--- src/rtl/fifo_stream_pkg.sv ---
// rtl/fifo_stream_pkg.sv - shared constants and buffer state encoding for fifo_stream_reader
package fifo_stream_pkg;

  localparam int DATA_W_DEF  = 16;
  localparam int PKT_LEN_DEF = 256;
  localparam int BUF_DEPTH   = 2;
  localparam int PKT_CNT_W   = 16;
  localparam int OCC_W       = $clog2(BUF_DEPTH + 1);

  typedef logic [OCC_W-1:0] buf_state_t;

  // Encoding equals the number of buffered words, so the state doubles as occ.
  localparam buf_state_t ST_EMPTY = 2'd0;
  localparam buf_state_t ST_ONE   = 2'd1;
  localparam buf_state_t ST_TWO   = 2'd2;

endpackage

--- src/rtl/fifo_stream_skid.sv ---
// rtl/fifo_stream_skid.sv - 2-entry output buffer absorbing the FIFO read latency
module fifo_stream_skid
  import fifo_stream_pkg::*;
#(
  parameter int DATA_W = DATA_W_DEF
) (
  input  logic              clk,
  input  logic              rst,
  input  logic              push,
  input  logic [DATA_W-1:0] push_data,
  input  logic              pop,
  output logic [DATA_W-1:0] head,
  output logic              valid,
  output logic [OCC_W-1:0]  occ
);

  buf_state_t        state;
  logic [DATA_W-1:0] tail;

  assign valid = (state != ST_EMPTY);
  assign occ   = state;

  always_ff @(posedge clk) begin
    if (rst) begin
      state <= ST_EMPTY;
      head  <= '0;
      tail  <= '0;
    end else begin
      case (state)
        ST_EMPTY: begin
          if (push) begin
            head  <= push_data;
            state <= ST_ONE;
          end
        end
        ST_ONE: begin
          case ({push, pop})
            2'b10: begin
              tail  <= push_data;
              state <= ST_TWO;
            end
            2'b01: state <= ST_EMPTY;
            2'b11: head <= push_data;
            default: ;
          endcase
        end
        ST_TWO: begin
          // push without pop cannot occur here: the reader never over-issues.
          if (pop) begin
            head <= tail;
            if (push) tail <= push_data;
            else      state <= ST_ONE;
          end
        end
        default: state <= ST_EMPTY;
      endcase
    end
  end

endmodule

--- src/rtl/fifo_stream_reader.sv ---
// rtl/fifo_stream_reader.sv - drains a standard-mode sync FIFO into a valid/ready stream; FIFO_STREAM_READER_LAST_EN enables o_m_last
module fifo_stream_reader
  import fifo_stream_pkg::*;
#(
  parameter int DATA_W  = DATA_W_DEF,
  parameter int PKT_LEN = PKT_LEN_DEF
) (
  input  logic              i_sys_clk,
  input  logic              i_rst,
  input  logic [DATA_W-1:0] i_fifo_dout,
  input  logic              i_fifo_empty,
  output logic              o_fifo_rd_en,
  output logic [DATA_W-1:0] o_m_data,
  output logic              o_m_valid,
  input  logic              i_m_ready,
  output logic              o_m_last
);

  logic             rd_pend;
  logic             pop;
  logic [OCC_W-1:0] occ;
  logic [OCC_W:0]   level;

  assign pop   = o_m_valid & i_m_ready;
  assign level = {1'b0, occ} + {{OCC_W{1'b0}}, rd_pend};

  // Words held plus in flight, less the word leaving now, must leave room for one more.
  assign o_fifo_rd_en = ~i_rst & ~i_fifo_empty &
                        (level <= ({{OCC_W{1'b0}}, pop} + {{OCC_W{1'b0}}, 1'b1}));

  always_ff @(posedge i_sys_clk) begin
    if (i_rst) rd_pend <= 1'b0;
    else       rd_pend <= o_fifo_rd_en;
  end

  fifo_stream_skid #(
    .DATA_W(DATA_W)
  ) u_skid (
    .clk      (i_sys_clk),
    .rst      (i_rst),
    .push     (rd_pend),
    .push_data(i_fifo_dout),
    .pop      (pop),
    .head     (o_m_data),
    .valid    (o_m_valid),
    .occ      (occ)
  );

`ifdef FIFO_STREAM_READER_LAST_EN
  localparam logic [PKT_CNT_W-1:0] LAST_IDX = PKT_CNT_W'(PKT_LEN - 1);

  logic [PKT_CNT_W-1:0] pkt_cnt;

  always_ff @(posedge i_sys_clk) begin
    if (i_rst) begin
      pkt_cnt <= '0;
    end else if (pop) begin
      if (pkt_cnt == LAST_IDX) pkt_cnt <= '0;
      else                     pkt_cnt <= pkt_cnt + 16'd1;
    end
  end

  assign o_m_last = o_m_valid & (pkt_cnt == LAST_IDX);
`else
  assign o_m_last = 1'b0;
`endif

endmodule
--- config.mk ---
export PLATFORM = sky130hd
export DESIGN_NAME = fifo_stream_reader
export DESIGN_NICKNAME = d
export VERILOG_FILES = /design/src/rtl/fifo_stream_pkg.sv /design/src/rtl/fifo_stream_skid.sv /design/src/rtl/fifo_stream_reader.sv
export SDC_FILE = /design/constraint.sdc
export NUM_CORES = 1
export LEC_CHECK = 0
export BUFFER_PORTS_ARGS = -buffer_cell sky130_fd_sc_hd__buf_2
export CORE_MARGIN = 10
export CORE_UTILIZATION = 48
export CTS_BUF_LIST = sky130_fd_sc_hd__clkbuf_4 sky130_fd_sc_hd__clkbuf_8 sky130_fd_sc_hd__clkbuf_16
export CTS_CLUSTER_DIAMETER = 80
export DETAILED_ROUTE_END_ITERATION = 10
export PLACE_DENSITY = 0.83
export SLEW_MARGIN = 5
export SYNTH_ARGS = -nofsm -noshare
export SYNTH_HDL_FRONTEND = slang
export SYNTH_HIERARCHICAL = 1
export SYNTH_SLANG_ARGS = --single-unit
--- constraint.sdc ---
create_clock -name i_sys_clk -period 2.2 [get_ports i_sys_clk]
set_input_delay 0.33 -clock i_sys_clk [delete_from_list [all_inputs] [get_ports i_sys_clk]]
set_output_delay 0.33 -clock i_sys_clk [all_outputs]
set_load 0.1 [all_outputs]
# Word-level counts from Yosys, hierarchy flattened
# Index checks and enable logic that the tools add are counted.
# Widths: inputs -> output; s select.
# word_totals
output_inout_bits,19
mem_bits_rw,0
romBits,0
ff_bits,35
latchBits,0
mem_count,0
# classes
mul,0
n_eq_ne,12
magnitude_cmp,1
shift,0
add_sub_neg,2
reduce_logical,7
bitwise_logic,5
div_mod_pow,0
mux,12
# ops
op,count
$mux 16,5
$pmux 16 s3,1
$pmux 16 s2,1
$reduce_and 4->1,3
$ne 2x2->1 const B,5
$eq 2x2->1 const B,3
$mux 2,3
$pmux 2 s3,1
$eq 2x1->1 const B,2
$pmux 2 s2,1
$reduce_bool 2->1,2
$add 2x1->3,1
$and 1x1->1,3
$le 3x2->1,1
$ne 3x2->1 const B,1
$reduce_bool 3->1,1
$add 1x1->2 const B,1
$logic_not 2->1,1
$ne 2x1->1 const B,1
$not 1->1,2

# Longest topological paths before layout
# depth
depth_word,5
ltp_mapped,9

# By module
# The synthesis kept the hierarchy.
# modules_own_cells
module,area_per_inst_um2,cells_each,n_inst,seq_area_each_um2
fifo_stream_skid,1689.1,164,1,680.7
fifo_stream_reader,138.9,16,1,20.0

# Worst setup path after synthesis
# OpenSTA, ideal clock, no wires.
# synth_timing
kind,register to output
startpoint,register u_skid.state[1] (netlist: u_skid/occ[1])
endpoint,output port o_fifo_rd_en
n_path_buf,0
required_ns,1.870
arrival_time_ns,4.328
path_slack_ns,-2.458
stages_incl_launch_ff,7
cell_sequence,dfxtp_1 > or2_2 > nand2_1 > inv_1 > fa_1 > or3b_1 > a211oi_1
# synth_between
elab_chain_cells,5
# synth_lines
item,line,text
start: declaration,fifo_stream_skid.sv:17,buf_state_t state;
start signal: assignment,fifo_stream_skid.sv:25,state <= ST_EMPTY;
start signal: assignment,fifo_stream_skid.sv:33,state <= ST_ONE;
start signal: assignment,fifo_stream_skid.sv:40,state <= ST_TWO;
$reduce_bool 2->1,fifo_stream_skid.sv:20,assign valid = (state != ST_EMPTY);
named net o_m_valid,fifo_stream_reader.sv:14,"output logic o_m_valid,"
$and 1x1->1,fifo_stream_reader.sv:24,assign pop = o_m_valid & i_m_ready;
named net pop,fifo_stream_reader.sv:20,logic pop;
$add 1x1->2,fifo_stream_reader.sv:29,"(level <= ({{OCC_W{1'b0}}, pop} + {{OCC_W{1'b0}}, 1'b1}));"
$le 3x2->1,fifo_stream_reader.sv:29,
$and 1x1->1,fifo_stream_reader.sv:28,assign o_fifo_rd_en = ~i_rst & ~i_fifo_empty &
end: declaration,fifo_stream_reader.sv:12,"output logic o_fifo_rd_en,"
# The timed path passes the listed nets, and every way through them passes these cells.

# Worst setup path after layout
# layout_timing
startpoint,register u_skid.state[0] (netlist: u_skid/occ[0])
endpoint,output port o_fifo_rd_en
# layout_between
elab_chain_cells,5
# layout_lines
item,line
$reduce_bool 2->1,fifo_stream_skid.sv:20
$and 1x1->1,fifo_stream_reader.sv:24
named net pop,fifo_stream_reader.sv:20
$add 1x1->2,fifo_stream_reader.sv:29
$le 3x2->1,fifo_stream_reader.sv:29
$and 1x1->1,fifo_stream_reader.sv:28
# The timed path passes the listed nets, and every way through them passes these cells.

==> impl_metrics.yaml <==
layout:
  final_nets: 246
  final_common_cell: "buf_2"
  n_antenna_cell: 0
  area_delta_synth_final_pct: 19.99
  drive_above_1_share: 0.3108
  final_cell_mix: "buf_2 (36), dfxtp_1 (33), nand2b_1 (33), a211oi_1 (32), mux2i_1 (32)"
drt:
  wl_per_cell_um: 15.33
  viasPerCell: 5.215
  drcViolationCount: 0
  drt-pass1-iter-count: 4
  postRouteAntennaNets: 0
  drtIter0Drc: 62
  via_count: 1408
  finalWirelength_mm: 4.139
timing:
  fmax_mhz: 378.5
  min_period_over_period: 1.201
  rsz0062_at_grt: "true"
  setup_tns_ps: -442.2
  worst_pin_slew_ps: 573.7
  slew_violations: 0
  final.min_clock_period_ps: 2642
  finalClockSkew_ps: 3.838
  slew_headroom: 0.6175
  layout_setup_ws_ps: -442.2
  hold_violations: 0
  setup_violations: 1
run:
  cap_viol_max_count: 0
clocking:
  hold_buffers: 0
  cts_buffers: 5
  cts_buffer_depth: 2
  cts_num_sinks: 35
  clk_latency_ps: 280
  cts_setup_buffers: 0
  cts_resized: 0
  clock-root-buffer: "clkbuf_8"
  clk_pin_slew_ps: 60
  cts_tree: "done"
  cts-htree-levels: 2
global_route:
  antenna_found_initial: 0
  grt_first_pass_wirelength_mm: 6.741
  grt_max_degree: 47
  overflow: 0
  first_global_vias: 1422
  gr-usage-all-layers: 0.1278
status:
  status: "finished, violations left"
  violations: "setup timing"
die:
  fp.dieH_um: 81.71
  rows: 22
  core_area_um2: 3661
  io_pins: 39
  dieArea_um2: 6677
  initial_utilization: 0.4993
  die_w_um: 81.71
worst_setup_path:
  crit_cells: 7
  path_buf_inv: 2
  cp_data_arrival_time_ps: 2310
  setup.worst_path.end_class: "output port"
  worstPathRequired_ps: 1870
  start_kind: "flop"
  r2r_cells: 6
  max_stage_delay_ps: 460
  cp_cell_sequence: "or2_4 > nand2_2 > inv_2 > fa_1 > or3b_4 > a211oi_4 > buf_12"
  worst_path_dominant_cell_family: "simple AND/OR/NAND/NOR gates"
  slowest_stage: "fa_1"
  worstSetupPathType: "flop to output port"
  crit_fanout: 3
placement:
  place_ws_ps: -142.2
  gp_congestion: 0.7307
  hpwl_mm: 2.955
  port_buffers: 37
min_path:
  holdCritPathClass: "primary input to flop"
  holdPathStages: 2
power_and_ir_drop:
  power_frac_comb: 0.430
  p_total_uw: 2102
  switching_share: 0.4286
  p_seq_frac: 0.350
  power-per-cell-area_nw_per_um2: 958.4
  p_int_uw: 1201
  power.switching_uw: 900.9
  clockPowerShare: 0.220
  max-vdd-ir-drop_mv: 0.4732
  p_leak_uw: 0.0009865
logic_synthesis:
  synthAdderAreaFrac: 0.03149
  ys_seq_area_frac: 0.3833
  synth_top_family_by_area: "compound AO/OA/AOI/OAI gates"
  synth_top_cell_area_share: 0.3833
  ys_dominant_reg_cell: "dfxtp_1"
  synthTopCellsByArea: "dfxtp_1 (38%), mux2i_1 (18%), a211oi_1 (14%)"
  synth_simple_gate_area_frac: 0.1567
  synth.largest_area_cell: "dfxtp_1"
  synthMuxAreaShare: 0.1752
  synth-compound-area-share: 0.1752
  synthDistinctLibCells: 30
  syn_avg_cell_area_um2: 10.16
  synth_xor_area_frac: 0
  synth_fp_nets: 204
  yosysWarnings: 6
  synthesis.instances: 180
  async_reset_ff_frac: 0
  netlist_area_um2: 1828
  synth-seq-cells: 35
  synth_edf_count: 0
worst paths after layout:
check	slack [ps]	start	endpoint
setup reg to reg	260	u_skid/occ[0]$_SDFFE_PP0P_	rd_pend$_SDFF_PP0_
hold / removal	260	i_fifo_empty	rd_pend$_SDFF_PP0_
setup / recovery	-440	u_skid/occ[0]$_SDFFE_PP0P_	o_fifo_rd_en
hold reg to reg	470	u_skid/tail[9]$_SDFFE_PP0P_	u_skid/tail[9]$_SDFFE_PP0P_
through the flow:
stage	cells	utilization	cell area (um2)	hold slack [ps]
floorplan	180	-	1853	402.8
global placement	263	0.5752	2106	458.1
detailed placement	263	0.5752	2106	460.7
CTS	270	0.5991	2193	256.5
global route	270	0.5991	2193	259.6
finish	270	0.5991	2193	263.3
cell families after synthesis:
kind of cell,count (synthesis)
DFF,35
other,1
AOI/OAI and AO/OA,41
and+or+nand+nor,45
buffers and inverters,22
adders and majority gates,4
muxes,32
metal layers:
layer,track usage,up-vias,share of wire
met5,0,-,0
met4,0.05272,0,0.0082
met3,0.04585,2,0.059
met2,0.2125,27,0.50
met1,0.1461,662,0.43
li1,-,717,-
synth_stat cells, types with 2 or more instances:
| cell type | count |
|---|---|
| dfxtp_1 | 35 |
| a211oi_1 | 33 |
| nand2b_1 | 33 |
| mux2i_1 | 32 |
| clkbuf_1 | 6 |
| inv_1 | 5 |
| buf_6 | 4 |
| buf_2 | 3 |
| buf_4 | 3 |
| ha_1 | 3 |
| and3b_1 | 2 |
| nand2_1 | 2 |
| nor2b_1 | 2 |
registers in the layout, summed over array words and instances, names as in the netlist:
name / cells
rd_pend: 1
u_skid/tail: 16
u_skid/occ: 2
u_skid/head: 16
final cells by class:
class	instances	area [um2]
multi-input cells	123	1008
inverters	5	18.77
clock inverters	1	5.005
repair buffers	52	312.8
well taps	48	60.06
clock buffers	6	82.58
flip-flops and latches	35	705.7
fillers	326	1468
worst reg2reg max path, cell delays in order, from the launching register on:
cell and delay (ps):
dfxtp_2 330, or2_4 250, nand2_2 70, inv_2 40
fa_1 460, or3b_4 430, a211oi_1 270
power groups by stage:
stage | Clock, uW | Sequential [uW] | Combinational, uW
floorplan | 0 | 1100 | 369
global placement | 0 | 745 | 889
detailed placement | 0 | 750 | 902
CTS | 473 | 736 | 907
global route | 498 | 744 | 952
finish | 462 | 736 | 904
No activity file was read; power rests on OpenSTA's default activity.
